### src/rtl/io_bridge_pkg.sv
// -----------------------------------------------------------------------------
// io_bridge_pkg
//   Shared definitions for the io_bridge block: channel count, word width,
//   channel-index type, display-event record and small channel helpers.
// -----------------------------------------------------------------------------
package io_bridge_pkg;

    localparam int unsigned CH_NUM     = 4;
    localparam int unsigned WORD_W     = 32;
    localparam int unsigned FIFO_DEPTH = 4;

    typedef logic [1:0]        ch_idx_t;
    typedef logic [WORD_W-1:0] word_t;

    typedef struct packed {
        ch_idx_t ch;
        word_t   data;
    } disp_evt_t;

    // Index of the lowest set bit; 0 when no bit is set.
    function automatic ch_idx_t lowest_ch(input logic [CH_NUM-1:0] v);
        ch_idx_t idx;
        logic    found;
        idx   = '0;
        found = 1'b0;
        for (int unsigned i = 0; i < CH_NUM; i++) begin
            if (v[i] && !found) begin
                idx   = ch_idx_t'(i);
                found = 1'b1;
            end
        end
        return idx;
    endfunction

    // True when more than one strobe bit is set.
    function automatic logic multi_hot(input logic [CH_NUM-1:0] v);
        int unsigned n;
        n = 0;
        for (int unsigned i = 0; i < CH_NUM; i++) begin
            if (v[i]) n++;
        end
        return (n > 1);
    endfunction

endpackage

### src/rtl/io_bridge_btn_debounce.sv
// -----------------------------------------------------------------------------
// btn_debounce
//   Two-flop synchronizer followed by a debouncer. The stable level flips only
//   after the synchronized level has differed from it for DEBOUNCE_CYCLES
//   consecutive cycles; any bounce back restarts the count. A one-cycle pulse
//   is emitted on each accepted 0->1 transition.
//
// Ports
//   clk_i   : clock, rising edge
//   rst_i   : synchronous active-high reset (stable level and counter -> 0)
//   btn_i   : raw asynchronous button level
//   rise_o  : one-cycle pulse after a debounced rising edge
// -----------------------------------------------------------------------------
module btn_debounce #(
    parameter int unsigned DEBOUNCE_CYCLES = 50000
) (
    input  logic clk_i,
    input  logic rst_i,
    input  logic btn_i,
    output logic rise_o
);

    localparam int unsigned CW = (DEBOUNCE_CYCLES > 1) ? $clog2(DEBOUNCE_CYCLES) : 1;
    localparam logic [CW-1:0] CNT_LAST = CW'(DEBOUNCE_CYCLES - 1);

    logic [1:0]    sync_q;
    logic          stable_q, stable_d;
    logic [CW-1:0] cnt_q, cnt_d;
    logic          rise_q, rise_d;

    always_comb begin
        stable_d = stable_q;
        cnt_d    = cnt_q;
        rise_d   = 1'b0;
        if (sync_q[1] != stable_q) begin
            // The cycle that completes the run flips the level immediately.
            if (cnt_q == CNT_LAST) begin
                stable_d = sync_q[1];
                cnt_d    = '0;
                rise_d   = sync_q[1];
            end else begin
                cnt_d = cnt_q + 1'b1;
            end
        end else begin
            cnt_d = '0;
        end
    end

    always_ff @(posedge clk_i) begin
        if (rst_i) begin
            sync_q   <= '0;
            stable_q <= 1'b0;
            cnt_q    <= '0;
            rise_q   <= 1'b0;
        end else begin
            sync_q   <= {sync_q[0], btn_i};
            stable_q <= stable_d;
            cnt_q    <= cnt_d;
            rise_q   <= rise_d;
        end
    end

    assign rise_o = rise_q;

endmodule

### src/rtl/io_bridge.sv
// -----------------------------------------------------------------------------
// io_bridge
//   Bridges board switches/button to a 4-channel processor input port and
//   turns processor output writes into a valid/ready display stream.
//
//   Input path : debounced button press loads sw into dev_in word in_sel and
//                pulses enter_in[in_sel] for one cycle.
//   Output path: each enter_out write queues {ch, dev_out word}; several
//                strobes in one cycle keep only the lowest channel and set
//                the sticky overflow flag.
//
//   Build option IO_BRIDGE_FIFO_EN:
//     defined   - 4-entry display FIFO, events arriving when full (and not
//                 dequeuing) are dropped and set overflow.
//     undefined - single holding register, a new event while the held one
//                 is stalled overwrites it and sets overflow.
//
// Ports
//   clk        : clock, rising edge
//   rst        : synchronous active-high reset
//   sw         : 32-bit switch word
//   btn        : raw enter button
//   in_sel     : target channel for the next capture
//   dev_in     : 4 x 32-bit processor input words (word i at [32i+31:32i])
//   enter_in   : per-channel one-cycle new-input strobe
//   dev_out    : 4 x 32-bit processor output words
//   enter_out  : per-channel processor write strobe
//   disp_data  : display event data
//   disp_ch    : display event channel
//   disp_valid : display event valid
//   disp_ready : display sink ready
//   overflow   : sticky dropped-event flag, cleared only by rst
// -----------------------------------------------------------------------------
module io_bridge
    import io_bridge_pkg::*;
#(
    parameter int unsigned DEBOUNCE_CYCLES = 50000
) (
    input  logic         clk,
    input  logic         rst,
    input  logic [31:0]  sw,
    input  logic         btn,
    input  logic [1:0]   in_sel,
    output logic [127:0] dev_in,
    output logic [3:0]   enter_in,
    input  logic [127:0] dev_out,
    input  logic [3:0]   enter_out,
    output logic [31:0]  disp_data,
    output logic [1:0]   disp_ch,
    output logic         disp_valid,
    input  logic         disp_ready,
    output logic         overflow
);

    // ------------------------------------------------------------------
    // Input path
    // ------------------------------------------------------------------
    logic rise;

    btn_debounce #(
        .DEBOUNCE_CYCLES(DEBOUNCE_CYCLES)
    ) u_btn_debounce (
        .clk_i  (clk),
        .rst_i  (rst),
        .btn_i  (btn),
        .rise_o (rise)
    );

    logic [127:0] dev_in_q, dev_in_d;
    logic [3:0]   enter_in_q, enter_in_d;

    always_comb begin
        dev_in_d   = dev_in_q;
        enter_in_d = '0;
        if (rise) begin
            for (int unsigned i = 0; i < CH_NUM; i++) begin
                if (ch_idx_t'(i) == in_sel) begin
                    dev_in_d[i*WORD_W +: WORD_W] = sw;
                    enter_in_d[i]                = 1'b1;
                end
            end
        end
    end

    always_ff @(posedge clk) begin
        if (rst) begin
            dev_in_q   <= '0;
            enter_in_q <= '0;
        end else begin
            dev_in_q   <= dev_in_d;
            enter_in_q <= enter_in_d;
        end
    end

    assign dev_in   = dev_in_q;
    assign enter_in = enter_in_q;

    // ------------------------------------------------------------------
    // Output path: event formation
    // ------------------------------------------------------------------
    logic      push;
    logic      multi;
    disp_evt_t push_evt;
    ch_idx_t   push_ch;

    always_comb begin
        push_ch       = lowest_ch(enter_out);
        push_evt      = '0;
        push_evt.ch   = push_ch;
        for (int unsigned i = 0; i < CH_NUM; i++) begin
            if (ch_idx_t'(i) == push_ch) begin
                push_evt.data = dev_out[i*WORD_W +: WORD_W];
            end
        end
        push  = |enter_out;
        multi = multi_hot(enter_out);
    end

    logic      valid;
    logic      lost;
    disp_evt_t head;

`ifdef IO_BRIDGE_FIFO_EN
    // ------------------------------------------------------------------
    // Display storage: 4-entry FIFO
    // ------------------------------------------------------------------
    disp_evt_t mem_q [FIFO_DEPTH];
    disp_evt_t mem_d [FIFO_DEPTH];
    logic [1:0] rd_q, rd_d;
    logic [1:0] wr_q, wr_d;
    logic [2:0] cnt_q, cnt_d;
    logic       deq;
    logic       full;
    logic       accept;

    always_comb begin
        valid  = (cnt_q != '0);
        deq    = valid & disp_ready;
        full   = (cnt_q == 3'(FIFO_DEPTH));
        // When full, a same-cycle dequeue frees the slot the write lands in.
        accept = push & (~full | deq);
        lost   = push & full & ~deq;

        mem_d = mem_q;
        rd_d  = rd_q;
        wr_d  = wr_q;
        cnt_d = cnt_q;
        if (accept) begin
            mem_d[wr_q] = push_evt;
            wr_d        = wr_q + 2'd1;
        end
        if (deq) begin
            rd_d = rd_q + 2'd1;
        end
        case ({accept, deq})
            2'b10:   cnt_d = cnt_q + 3'd1;
            2'b01:   cnt_d = cnt_q - 3'd1;
            default: cnt_d = cnt_q;
        endcase

        head = valid ? mem_q[rd_q] : '0;
    end

    always_ff @(posedge clk) begin
        if (rst) begin
            mem_q <= '{default: '0};
            rd_q  <= '0;
            wr_q  <= '0;
            cnt_q <= '0;
        end else begin
            mem_q <= mem_d;
            rd_q  <= rd_d;
            wr_q  <= wr_d;
            cnt_q <= cnt_d;
        end
    end
`else
    // ------------------------------------------------------------------
    // Display storage: single holding register
    // ------------------------------------------------------------------
    disp_evt_t hold_q, hold_d;
    logic      hvalid_q, hvalid_d;

    always_comb begin
        valid    = hvalid_q;
        hold_d   = hold_q;
        hvalid_d = hvalid_q;
        lost     = 1'b0;
        if (push) begin
            hold_d   = push_evt;
            hvalid_d = 1'b1;
            lost     = hvalid_q & ~disp_ready;
        end else if (hvalid_q && disp_ready) begin
            hvalid_d = 1'b0;
        end
        head = valid ? hold_q : '0;
    end

    always_ff @(posedge clk) begin
        if (rst) begin
            hold_q   <= '0;
            hvalid_q <= 1'b0;
        end else begin
            hold_q   <= hold_d;
            hvalid_q <= hvalid_d;
        end
    end
`endif

    // ------------------------------------------------------------------
    // Sticky overflow
    // ------------------------------------------------------------------
    logic overflow_q, overflow_d;

    always_comb begin
        overflow_d = overflow_q | multi | lost;
    end

    always_ff @(posedge clk) begin
        if (rst) begin
            overflow_q <= 1'b0;
        end else begin
            overflow_q <= overflow_d;
        end
    end

    assign disp_valid = valid;
    assign disp_data  = head.data;
    assign disp_ch    = head.ch;
    assign overflow   = overflow_q;

endmodule

### config.mk
export PLATFORM = sky130hd
export DESIGN_NAME = io_bridge
export DESIGN_NICKNAME = d
export VERILOG_FILES = /design/src/rtl/io_bridge_pkg.sv /design/src/rtl/io_bridge_btn_debounce.sv /design/src/rtl/io_bridge.sv
export SDC_FILE = /design/constraint.sdc
export NUM_CORES = 1
export LEC_CHECK = 0
export BUFFER_PORTS_ARGS = -buffer_cell sky130_fd_sc_hd__buf_2
export CAP_MARGIN = 10
export CORE_AREA = 2 2 131 133
export CTS_CLUSTER_DIAMETER = 150
export DETAILED_ROUTE_END_ITERATION = 6
export DIE_AREA = 0 0 133 135
export HOLD_SLACK_MARGIN = 0.08
export PLACE_DENSITY = 0.89
export SYNTH_ARGS = -nofsm -noshare
export SYNTH_HDL_FRONTEND = slang
export SYNTH_SLANG_ARGS = --single-unit
### constraint.sdc
create_clock -name clk -period 4.7 [get_ports clk]
set_clock_uncertainty 0.15 [all_clocks]
set_input_delay 0.705 -clock clk [delete_from_list [all_inputs] [get_ports clk]]
set_output_delay 0.705 -clock clk [all_outputs]
set_load 0.01 [all_outputs]
=== Word level (Yosys, flattened, before mapping) ===
Index checks and enable logic that the tools add are counted.

* Bits in registers: 188
* Output and inout bits: 168

* Bitwise operators: 7
* Magnitude comparators: 1
* Reductions and logical operators: 19
* Muxes and demuxes: 22
* Equal/unequal tests: 8
* Add/sub/neg operators: 4

{| class="wikitable"
|+ Operator list
! kind !! count
|-
| two-way mux 32 bit || 7
|-
| adder 32 x 1 -> 32 bit, second input constant || 3
|-
| two-way mux 34 bit || 1
|-
| > comparator 32 x 1 -> 1 bit, second input constant || 1
|-
| adder 16 x 1 -> 16 bit, second input constant || 1
|-
| == test 16 bit, second input constant || 1
|-
| two-way mux 1 bit || 12
|-
| AND reduction 2 bit || 5
|-
| == test 2 bit, first input constant || 4
|-
| OR reduction 3 bit || 2
|-
| == test 1 x 2 -> 1 bit, first input constant || 2
|-
| logical AND 1 bit || 4
|-
| zero test 2 bit || 2
|-
| two-way mux 2 bit || 2
|-
| inverter 1 bit || 4
|-
| OR reduction 4 bit || 1
|-
| zero test 1 bit || 3
|-
| OR 1 bit || 2
|-
| nonzero test 2 bit || 1
|-
| OR reduction 2 bit || 1
|-
| AND 1 bit || 1
|-
| != test 1 bit || 1
|}

=== Logic depth before layout (Yosys ltp) ===
* Depth after elaboration: 15
* Depth in mapped cells: 9
* Gate-level depth less buffers: 7

=== By module ===
A second synthesis with hierarchy kept.

* Cell total of the unflattened synthesis: 996
* Area, all modules: 8157.8 um^2

{| class="wikitable"
|+ Modules (own cells, without submodules)
! module !! sequential area each (um^2) !! cells an instance !! area an instance (um^2) !! times used
|-
| io_bridge || 3363.2 || 907 || 7322.0 || 1
|-
| btn_debounce || 400.4 || 89 || 835.8 || 1
|}

=== Least setup slack after synthesis ===
No wires, ideal clock.

* Path type: input to register
* From: in enter_out[0]
* To: reg hold_q[16] in the netlist's numbering
* Data required time: 4421 ps
* Library setup time: 129 ps
* Arrival: 2116 ps
* Cell stages on the path: 9
* Slack: 2306 ps
* Cells stage by stage: inv_1 -> ha_1 -> clkbuf_1 -> mux2_1 -> and3_1 -> clkbuf_1 -> clkbuf_1 -> a22oi_1 -> o21ai_0

* Longest elaborated chain between the ends: 15
* Elaborated cells on any way between the ends: 21

{| class="wikitable"
|+ Ends and longest elaborated chain
! item !! RTL line !! text
|-
| start: declaration || io_bridge.sv:47 || <nowiki>input logic [3:0] enter_out,</nowiki>
|-
| two-way mux 1 bit || io_bridge_pkg.sv:27 || <nowiki>if (v[i] && !found) begin</nowiki>
|-
| zero test 1 bit || io_bridge_pkg.sv:27 ||
|-
| logical AND 1 bit || io_bridge_pkg.sv:27 ||
|-
| two-way mux 1 bit || io_bridge_pkg.sv:27 ||
|-
| zero test 1 bit || io_bridge_pkg.sv:27 ||
|-
| logical AND 1 bit || io_bridge_pkg.sv:27 ||
|-
| two-way mux 1 bit || io_bridge_pkg.sv:27 ||
|-
| zero test 1 bit || io_bridge_pkg.sv:27 ||
|-
| logical AND 1 bit || io_bridge_pkg.sv:27 ||
|-
| two-way mux 2 bit || io_bridge_pkg.sv:27 ||
|-
| zero test 2 bit || io_bridge.sv:111 || <nowiki>if (ch_idx_t'(i) == push_ch) begin</nowiki>
|-
| two-way mux 32 bit (4 in series) || io_bridge.sv:111 ||
|-
| end signal: assignment || io_bridge.sv:204 || <nowiki>hold_q <= hold_d;</nowiki>
|-
| end: declaration || io_bridge.sv:181 || <nowiki>disp_evt_t hold_q, hold_d;</nowiki>
|}

Several ways; a longest one is shown, not always the timed one.
A chain may end at the register's enable or synchronous reset.

=== Worst setup path after layout ===
* From: reg hvalid_q, in the netlist disp_valid
* To: out disp_data[10]

* Longest elaborated chain between the ends: 1

{| class="wikitable"
|+ Ends and longest elaborated chain
! item !! RTL line !! text
|-
| start: declaration || io_bridge.sv:182 || <nowiki>logic hvalid_q, hvalid_d;</nowiki>
|-
| start signal: assignment || io_bridge.sv:205 || <nowiki>hvalid_q <= hvalid_d;</nowiki>
|-
| two-way mux 34 bit || io_bridge.sv:196 || <nowiki>head = valid ? hold_q : '0;</nowiki>
|-
| end: declaration || io_bridge.sv:48 || <nowiki>output logic [31:0] disp_data,</nowiki>
|}

No other way between the ends.

==> impl_metrics.csv <==
group,metric,value,unit
run_status,outcome,"finished, final reports clean",
synthesis,ys_ff_latch,188,
grt,overflow,0,
grt,grt_busiest_layer,"met2",
drt,dr.pass1.iters,6,
clock_tree,clk_pin_slew,0.07,ns
clock_tree,cts-resized-gates,0,
sta,clock.fmax,363,MHz
clock_tree,clockRootBuffer,"clkbuf_16",
sta,hold_violations,0,
worst_hold_path,holdCritPathClass,"register to register",
clock_tree,holdBufCountCts,0,
worst_setup_path,endpoint_kind,"output pin",
synthesis,yosysMostFrequentCell,"nand2_1",
grt,first_global_vias,7307,
pwr,total_power,3.31,mW
finish,finalInstanceArea,0.00977,mm²
finish,drive_above_1_share,0.314,
synthesis,yosysUniqueCellTypes,41,
floorplan,die_w,133,µm
pwr,p_per_area,339,mW/mm²
sta,rsz0062_at_grt,"false",
synthesis,synth_cells,923,
finish,syn2layout_area_growth,31.9,%
clock_tree,cts_tree,"yes",
synthesis,synth_top_area_frac,0.508,
drt,detail_route.wl_per_cell,16.8,µm
worst_setup_path,path_max_fanout,37,
sta,slew-limit-headroom,0.207,
worst_hold_path,worstHoldStart,"dev_in[9]$_SDFFE_PP0P_",
grt,grtUsageMet3,0.0567,
sta,period_needed,2.75,ns
synthesis,syn_area,0.00741,mm²
placed_design,post-place-ws,1.66,ns
pwr,ir_drop,249,µV
clock_tree,post_cts_buffers,0,
sta,hold_slack,0.302,ns
synthesis,synthTopCellsByArea,"dfxtp_1 (51%), nand2_1 (14%), a21oi_1 (8.9%), clkbuf_1 (3.4%), o21ai_0 (3.2%)",
finish,final_cells,1452,
grt,track_usage,0.263,
drt,wirelength,24.4,mm
clock_tree,cts.sinks,188,
synthesis,synth-async-reset-ratio,0,
worst_setup_path,rr_worst_depth,4,
floorplan,die_h,135,µm
placed_design,place_area,0.00918,mm²
sta,fin_crit_sh,0.586,
worst_hold_path,hold_depth,2,
synthesis,synth_commonest_cells,"nand2_1 (281), dfxtp_1 (188), a21oi_1 (131)",
drt,vias_per_cell,5.41,
synthesis,synth-edff-count,0,
synthesis,syn-num-nets,1099,
grt,grt_pass1_wl,37.4,mm
floorplan,dieArea,0.0180,mm²
run,max_cap_violations,0,
drt,drt_iter0_markers,492,
synthesis,ys_seq_area_frac,0.508,
finish,layout.nets,1394,
worst_setup_path,cp.arrival,1.90,ns
placed_design,dp.cells,1419,
sta,setup_ws,1.95,ns
drt,drc,0,
clock_tree,clock_latency,0.42,ns
grt,antenna_found_initial,3,
floorplan,io_pins,338,
placed_design,hpwlAfterDp,17.7,mm
floorplan,initial_utilization,0.451,
sta,setup-tns-final,0,ns
synthesis,ys.flop_type,"dfxtp_1",
floorplan,coreArea,0.0164,mm²
drt,ant_nets,0,
finish,final_core_util,0.596,
sta,slew_viol_final,0,
sta,setup_viol,0,
grt,use_met1,0.311,
synthesis,syn_avg_cell_area,8.03,µm²
pwr,leakagePower,4.22,nW
worst_setup_path,worstReg2RegStart,"u_btn_debounce.rise_o$_SDFF_PP0_",
worst_setup_path,cp.required,3.85,ns
clock_tree,numCtsBuffers,17,
grt,grt_max_degree,84,
floorplan,placementRows,47,
placed_design,place_congestion,0.974,
placed_design,port_buffers,337,
worst_setup_path,startpoint_type,"register",
synthesis,synth_top_area_cell,"dfxtp_1",
worst_setup_path,path_class,"register to output pin",
worst_setup_path,cp-startpoint,"disp_valid$_SDFFE_PP0P_",
drt,vias,7857,
clock_tree,htree_levels,4,
grt,globalRouteMet2Util,0.457,
synthesis,yosys_warnings,0,
clock_tree,clock_path_buffers,2,
sta,tightest_slew,1.18,ns
-- layout make-up --
type                       count  area, µm²
fill                        1457       6630
sequential                   188       3760
multi-input combinational    656       3350
timing repair buffer         346       1760
clock buffer                  17        425
tap                          220        275
clock inverter                15        170
inverter                       9       33.8
antenna                        1       2.50
-- placed cells by master, fill, tap and decap left out, types with 2 or more instances in the layout --
| cell | synthesis | routed |
|---|---|---|
| xor2_1 | 2 | 2 |
| nor4_1 | 3 | 3 |
| dfxtp_1 | 188 | 188 |
| o21ai_0 | 47 | 47 |
| clkinv_8 | 0 | 4 |
| nor3_1 | 7 | 7 |
| and2_1 | 34 | 34 |
| clkinv_4 | 0 | 3 |
| nand3_1 | 7 | 7 |
| ha_1 | 6 | 6 |
| a21oi_1 | 131 | 131 |
| nor2_1 | 30 | 29 |
| buf_4 | 0 | 10 |
| a222oi_1 | 16 | 16 |
| o221ai_1 | 16 | 16 |
| nor2b_1 | 2 | 2 |
| buf_2 | 1 | 336 |
| xnor2_1 | 15 | 15 |
| clkbuf_16 | 0 | 17 |
| mux2i_1 | 2 | 2 |
| and3_1 | 4 | 4 |
| nand2_1 | 281 | 281 |
| inv_1 | 8 | 8 |
| inv_8 | 0 | 4 |
| a22oi_1 | 16 | 16 |
| a31oi_1 | 18 | 18 |
| nand4_1 | 3 | 3 |
| inv_6 | 0 | 3 |
-- per-layer routing --
metal | share of wire | wire length (µm)
met1 | 0.37 | 9090
met2 | 0.50 | 12300
met3 | 0.084 | 2060
met4 | 0.039 | 961
met5 | 0.00053 | 13
-- where the power goes --
part           internal [mW]  switching, mW
combinational          0.106          0.144
sequential              1.62         0.0191
clock                  0.718          0.702
-- critical path: stages, from the launching register on --
cell and delay [ns]:
dfxtp_1 0.99, and2_1 0.32, buf_2 0.16
-- state kept, by name, summed over array words and instances, names as in the netlist --
signal	flops
overflow	1
disp_valid	1
u_btn_debounce.rise_o	1
u_btn_debounce.stable_q	1
hold_q	34
enter_in	4
u_btn_debounce.cnt_q	16
dev_in	128
u_btn_debounce.sync_q	2
-- final timing paths --
kind	endpoint	slack [ns]
worst max-delay path	disp_data[10]	1.95
worst min-delay path	dev_in[9]$_SDFFE_PP0P_	0.30
worst max register to register	dev_in[28]$_SDFFE_PP0P_	2.55
worst min register to register	dev_in[9]$_SDFFE_PP0P_	0.30
-- cells by family (layout without fill, tap and decap cells) --
kind of cell               after synthesis  count (layout)  synth area share
buffers and inverters                   79             387            0.0412
AOI/OAI and AO/OA                      247             247             0.195
muxes                                    3               3           0.00422
DFF                                    188             188             0.508
and+or+nand+nor                        383             383             0.221
xor gates and xnor gates                17              17            0.0201
adders and majority gates                6               6            0.0101
other                                    0               1                 0
Power figures use the tool's default switching activity.
